$ cat src/rtl/ls_err_mon.sv
// ls_err_mon: multi-channel latch/shift-register error monitor.
// Compares test-chip outputs Q against a latency-aligned copy of the
// generator reference DATA. Errors are counted per channel, with saturation,
// only after an explicit arm and an in-sync qualification window.
// Optional first-error timestamps are enabled with LS_ERR_MON_FIRST_TS_EN.
module ls_err_mon #(
   parameter int unsigned CH       = 4,
   parameter int unsigned CNT_W    = 16,
   parameter int unsigned DLY_W    = 4,
   parameter int unsigned SYNC_LEN = 8,
   parameter int unsigned TS_W     = 32,
   localparam int unsigned SEL_W   = (CH > 1) ? $clog2(CH) : 1
) (
   input  logic             CLK,
   input  logic             RST,
   input  logic             CLR,
   input  logic             ARM,
   input  logic             STOP,
   input  logic [DLY_W-1:0] LAT,
   input  logic [CH-1:0]    Q,
   input  logic [CH-1:0]    DATA,
   input  logic [SEL_W-1:0] SEL,
   output logic [CNT_W-1:0] ERR_CNT,
   output logic [CH-1:0]    ERR_SAT,
   output logic             ERR_ANY,
   output logic [1:0]       STATE,
   output logic [TS_W-1:0]  FIRST_TS
);

   localparam int unsigned DEPTH = 2 ** DLY_W;

   typedef enum logic [1:0] {
      IDLE = 2'd0,
      SYNC = 2'd1,
      RUN  = 2'd2,
      HOLD = 2'd3
   } state_t;

   state_t           state;
   logic [7:0]       match_cnt;
   logic [DLY_W-1:0] lat_q;

   logic [CH-1:0]    q_r;
   logic [CH-1:0]    dline [DEPTH];
   logic [CH-1:0]    mis;

   logic [CNT_W-1:0] cnt     [CH];
   logic [CNT_W-1:0] cnt_nxt [CH];
   logic [CH-1:0]    sat;
   logic [CH-1:0]    sat_nxt;
   logic [CH-1:0]    inc;
   logic [CNT_W-1:0] sel_cnt;
   logic             any_nxt;

   // Input registers, DATA alignment delay line and registered mismatch vector
   always_ff @(posedge CLK or posedge RST) begin
      if (RST) begin
         q_r <= '0;
         mis <= '0;
         for (int unsigned k = 0; k < DEPTH; k++) dline[k] <= '0;
      end else begin
         q_r      <= Q;
         dline[0] <= DATA;
         for (int unsigned k = 1; k < DEPTH; k++) dline[k] <= dline[k-1];
         mis      <= q_r ^ dline[lat_q];
      end
   end

   // Control FSM: arm, in-sync qualification, counting, hold
   always_ff @(posedge CLK or posedge RST) begin
      if (RST) begin
         state     <= IDLE;
         match_cnt <= '0;
         lat_q     <= '0;
      end else begin
         case (state)
            IDLE: begin
               lat_q <= LAT;
               if (STOP) begin
                  state <= HOLD;
               end else if (ARM) begin
                  state     <= SYNC;
                  match_cnt <= '0;
               end
            end
            SYNC: begin
               if (STOP) begin
                  state <= HOLD;
               end else if (mis == '0) begin
                  if (match_cnt == 8'(SYNC_LEN - 1)) begin
                     state     <= RUN;
                     match_cnt <= '0;
                  end else begin
                     match_cnt <= match_cnt + 8'd1;
                  end
               end else begin
                  match_cnt <= '0;
               end
            end
            RUN: begin
               if (STOP) state <= HOLD;
            end
            HOLD: begin
               lat_q <= LAT;
               if (ARM && !STOP) begin
                  state     <= SYNC;
                  match_cnt <= '0;
               end
            end
            default: state <= IDLE;
         endcase
      end
   end

   assign STATE   = state;
   assign ERR_SAT = sat;

   // Next-state of the per-channel saturating counters and sticky flags;
   // readout registers take next-state values so a pin error shows at n+3+LAT
   always_comb begin
      sel_cnt = '0;
      any_nxt = 1'b0;
      inc     = '0;
      sat_nxt = sat;
      for (int unsigned i = 0; i < CH; i++) begin
         cnt_nxt[i] = cnt[i];
         inc[i]     = (state == RUN) && mis[i] && (cnt[i] != '1);
         if (CLR) begin
            cnt_nxt[i] = '0;
            sat_nxt[i] = 1'b0;
         end else if (inc[i]) begin
            cnt_nxt[i] = cnt[i] + 1'b1;
            if (cnt_nxt[i] == '1) sat_nxt[i] = 1'b1;
         end
         if (SEL == SEL_W'(i)) sel_cnt = cnt_nxt[i];
         if (cnt_nxt[i] != '0) any_nxt = 1'b1;
      end
   end

   // Counter state and registered readout
   always_ff @(posedge CLK or posedge RST) begin
      if (RST) begin
         for (int unsigned i = 0; i < CH; i++) cnt[i] <= '0;
         sat     <= '0;
         ERR_CNT <= '0;
         ERR_ANY <= 1'b0;
      end else begin
         for (int unsigned i = 0; i < CH; i++) cnt[i] <= cnt_nxt[i];
         sat     <= sat_nxt;
         ERR_CNT <= sel_cnt;
         ERR_ANY <= any_nxt;
      end
   end

`ifdef LS_ERR_MON_FIRST_TS_EN
   logic [TS_W-1:0] ts;
   logic [TS_W-1:0] ts_lat     [CH];
   logic [TS_W-1:0] ts_lat_nxt [CH];
   logic [CH-1:0]   ts_vld;
   logic [CH-1:0]   ts_vld_nxt;
   logic [TS_W-1:0] sel_ts;

   // First-error capture per channel and selected timestamp for readout
   always_comb begin
      sel_ts     = '0;
      ts_vld_nxt = ts_vld;
      for (int unsigned i = 0; i < CH; i++) begin
         ts_lat_nxt[i] = ts_lat[i];
         if (CLR) begin
            ts_lat_nxt[i] = '0;
            ts_vld_nxt[i] = 1'b0;
         end else if (inc[i] && !ts_vld[i]) begin
            ts_lat_nxt[i] = ts;
            ts_vld_nxt[i] = 1'b1;
         end
         if ((SEL == SEL_W'(i)) && ts_vld_nxt[i]) sel_ts = ts_lat_nxt[i];
      end
   end

   // RUN cycle counter (held at 0 outside RUN, so it restarts on every entry)
   // and timestamp storage
   always_ff @(posedge CLK or posedge RST) begin
      if (RST) begin
         ts       <= '0;
         ts_vld   <= '0;
         FIRST_TS <= '0;
         for (int unsigned i = 0; i < CH; i++) ts_lat[i] <= '0;
      end else begin
         if (CLR || (state != RUN)) ts <= '0;
         else if (ts != '1)         ts <= ts + 1'b1;
         ts_vld   <= ts_vld_nxt;
         FIRST_TS <= sel_ts;
         for (int unsigned i = 0; i < CH; i++) ts_lat[i] <= ts_lat_nxt[i];
      end
   end
`else
   assign FIRST_TS = '0;
`endif

endmodule

$ cat config.mk
export PLATFORM = sky130hd
export DESIGN_NAME = ls_err_mon
export DESIGN_NICKNAME = d
export VERILOG_FILES = /design/src/rtl/ls_err_mon.sv
export SDC_FILE = /design/constraint.sdc
export NUM_CORES = 1
export LEC_CHECK = 0
export CAP_MARGIN = 20
export CELL_PAD_IN_SITES_DETAIL_PLACEMENT = 0
export CELL_PAD_IN_SITES_GLOBAL_PLACEMENT = 1
export CORE_MARGIN = 10
export CORE_UTILIZATION = 40
export DETAILED_ROUTE_END_ITERATION = 12
export GPL_TIMING_DRIVEN = 0
export PLACE_DENSITY = 0.8
export SYNTH_ARGS = -nofsm -noshare
export SYNTH_HDL_FRONTEND = slang
export SYNTH_SLANG_ARGS = --single-unit
$ cat constraint.sdc
create_clock -name CLK -period 12.5 [get_ports CLK]
set_clock_uncertainty 0.05 [all_clocks]
set_input_delay 2.5 -clock CLK [delete_from_list [all_inputs] [get_ports CLK]]
set_output_delay 2.5 -clock CLK [all_outputs]
set_load 0.03 [all_outputs]
==> flow_results.org <==
** Setup path
- Largest fanout on the critical path :: 10
- The setup path with the least slack is of type in -> reg.
- Data arrival, critical path :: 6.79 ns
- STA classifies the critical path endpoint as a flop.
- STA classifies the critical path startpoint as a primary input.
- For the worst setup path, the data required time is between 10 and 15 ns.

** Finish
- Area growth from synthesis to final layout :: 17.0%
- Of the cells placed in the final design, the portion with a size suffix greater than 1 is ~15%.
- Most common cell after layout, fill and taps aside :: sky130_fd_sc_hd__dfrtp_1
- Number of nets in the layout :: 925
- Commonest non-fill, non-tap cells in the layout :: 171 x sky130_fd_sc_hd__dfrtp_1, 75 x sky130_fd_sc_hd__nor2_1, 60 x sky130_fd_sc_hd__nand2_1
- Final core utilization :: between 40 and 50%
- Area taken by multi-input logic gates :: 0.00412 mm²
- Number of antenna diodes :: 0
- The filler cells instantiated in the layout total 1985.
- Layout Cells excl Fill :: 1186
- The sequential cells in the finished layout cover a total of 0.00428 mm².

** Floorplanning
- The initial utilization of the core area, before any placement, comes to between 40 and 50%.
- For this design the top-level I/O count stands at between 70 and 80.
- Cell row count :: 54
- In this run the standard cell core region covers 0.0217 mm².
- Die boundary width :: 168 µm
- Die Span Y :: roughly 170 µm
- Die area :: about 0.028 mm²

** Power
- Power density of the placed cells :: 152 mW/mm²
- For this design the static power due to leakage is around 4.3 nW.
- Worst voltage drop across the vdd grid :: 0.000131 V
- The completed layout was analyzed and its total power is approximately 0.0016 W.

** Clock tree
- Clock latency on the worst-skew pair, taken at its later pin, is 0.44 ns.
- Clock slew at reported path FFs :: 0.07 ns
- Once the clock tree was built, the resizer swapped 0 gates to a different size.
- Maximum count of clock buffers along a single path :: 2
- Post-CTS Setup Inserts :: 0
- The H-tree generated during clock tree synthesis spans 4 levels.
- TritonCTS built the clock tree.
- Buffers inserted to repair hold after CTS numbered 0.
- TritonCTS sink count :: ~170
- TritonCTS created 17 clock buffers.
- Buffer cell driving the clock tree root :: sky130_fd_sc_hd__clkbuf_16

** Detailed routing
- Average wire per standard cell :: 18.6 µm
- Detailed-route vias per instance :: 5.45
- Wire length reported by the detailed router :: between 20000 and 25000 µm
- Violation count after the first detailed-routing iteration :: 500
- Number of iterations in the first detailed-routing pass :: 5
- Post-route ant nets :: 0
- Total vias in the final route :: 6460
- For this run, design rule violations remaining after detail routing come to 0.

** Timing
- Tcrit/Tclk final :: a little over half
- Based on the critical path, the design can be clocked at up to 0.153 GHz.
- Final number of max-transition violations :: 0
- For the finished layout, the period the worst path requires is 6.55 ns.
- Aggregate negative setup slack :: 0 ns
- Setup slack closes at between 5 and 6 ns.
- Final Hold Viols :: 0
- Actual slew at the worst max-slew pin :: 0.831 ns
- Setup repair after global routing missed its margin :: false
- Setup violations remaining at the end of the flow were counted as 0.
- Relative slew slack :: around 45%

** Synthesis
- The average instance in the mapped netlist occupies 10.9 µm².
- By area the synthesized netlist is led by sky130_fd_sc_hd__dfrtp_1 49%, sky130_fd_sc_hd__mux4_2 9.3%, sky130_fd_sc_hd__nor2_1 3.2%, sky130_fd_sc_hd__buf_4 3.1%, sky130_fd_sc_hd__xor2_1 2.9%.
- Register area share after synthesis :: 48.8%
- Counting flops with an async set or reset pin after synthesis yields a share of 100%.
- Yosys printed 0 warnings.
- Number of flip-flops and latches in the synthesized netlist :: between 150 and 200
- Synthesis handed over a netlist of 803 instances.
- Count of unique library cells instantiated by Yosys :: 64
- The most used flip-flop cell after synthesis is sky130_fd_sc_hd__dfrtp_1.
- Area share of the leading cell type in the synthesized netlist :: 48.8%
- Leading area contributor after synthesis :: sky130_fd_sc_hd__dfrtp_1
- Post-synth EDFFs :: 0
- Area of the mapped netlist :: 0.00876 mm²

** Place
- Once placement completed, the tool counted placed cells totaling around 1200.
- The HPWL after detailed placement is 16400 µm.
- PortBufs :: 39
- At the end of routability-driven placement, the weighted congestion stood at 0.880.
- Setup WS pre-CTS :: 5.50 ns

** GRT
- Via count of the first global-routing pass :: 6435
- Antenna violations before repair :: 0
- Global routing finished with a remaining overflow of 0.
- Wire length of the first global-routing pass :: 35700 µm
- Entering global routing, the biggest net connects 120 pins.
- Global Route Usage Sum :: between 15 and 20%

** Job
- The tool flagged a number of max-cap violations equal to 0.

** Hold path
- HP Class :: reg -> reg

** Outcome
- Status :: complete, no violations
worst max-delay path: stages:
cell and delay (ns):
sky130_fd_sc_hd__clkdlybuf4s50_1 0.60, sky130_fd_sc_hd__clkbuf_1 0.64, sky130_fd_sc_hd__buf_1 0.53, sky130_fd_sc_hd__clkbuf_1 0.51, sky130_fd_sc_hd__buf_1 0.61, sky130_fd_sc_hd__nor2_1 0.26, sky130_fd_sc_hd__nor4_1 0.39, sky130_fd_sc_hd__nand4_1 0.15
sky130_fd_sc_hd__or4_1 0.60
where the power goes:
group / internal (W) / leakage [nW] / switching (W)
clock network: 0.000269 / 0.289 / 0.000259
registers: 0.000593 / 2.20 / 0.0000381
logic: 0.000173 / 1.77 / 0.000226
total: 0.00103 / 4.26 / 0.000523
path summary, 6_finish.rpt:
kind                              end  cells past startpoint  slack [ns]  startpoint
max                           ERR_ANY                      9        5.95         CLR
min                          dline[9]                      0        0.32   dline[13]
max reg2reg                   ERR_ANY                     10        8.13    STATE[0]
min reg2reg                  dline[9]                      0        0.32   dline[13]
max in group asynchronous  ERR_SAT[3]                      3        9.11         RST
min in group asynchronous     cnt[31]                      2        2.41         RST
through the flow:
step / cell area [µm²] / hold slack, ns
after detailed placement: 9650 / 0.304
final: 10300 / 0.320
after global placement: 9620 / 0.302
after global routing: 10300 / 0.335
after CTS: 10300 / 0.324
after floorplan: 8880 / 0.299
cell type report:
cell class / count / share of cell area, %
clock buffers: 17 / 4.15
well taps: 280 / 3.42
repair buffers: 40 / 4.08
clock inverters: 15 / 1.67
inverters: 14 / 0.586
flip-flops and latches: 171 / 41.7
multi-input cells: 574 / 40.2
plain buffers: 75 / 4.20
synth_stat cells, drive strengths merged, types with 6 or more instances:
cell     count
buf         54
xor2        29
nand2b       6
or3         11
nand2       60
nor2        75
a21oi       28
inv         14
nor4        20
nand4       20
a31oi       13
mux2i        6
or4          7
ha          13
and2         8
nand3       38
dfrtp      171
and4        10
xnor2       28
clkbuf      21
and3        14
o21ai       29
nor3        22
a2111oi      8
mux4        36
routing by layer:
metal | vias to the layer above | global-route usage [%] | routed length [µm]
li1 | 3046 | - | -
met1 | 3177 | 21.0 | 9630
met2 | 209 | 24.9 | 10600
met3 | 28 | 3.47 | 1380
met4 | 0 | 5.22 | 405
met5 | - | 0 | 0
cell families after synthesis:
logic type / after synthesis / synth area share (%)
adders and majority gates: 13 / 1.86
and+or+nand+nor: 317 / 19.4
other: 1 / 0.0428
muxes: 47 / 10.6
DFF: 171 / 48.8
xor gates and xnor gates: 57 / 5.70
buffers and inverters: 89 / 5.51
AOI/OAI and AO/OA: 108 / 8.05
state kept, by name, summed over array words and instances (netlist names):
register and cells:
ERR_ANY 1, ERR_SAT 4, lat_q 4, ERR_CNT 16
dline 64, STATE 2, match_cnt 8, q_r 4
mis 4, cnt 64
(Power assumes the default switching activity.)
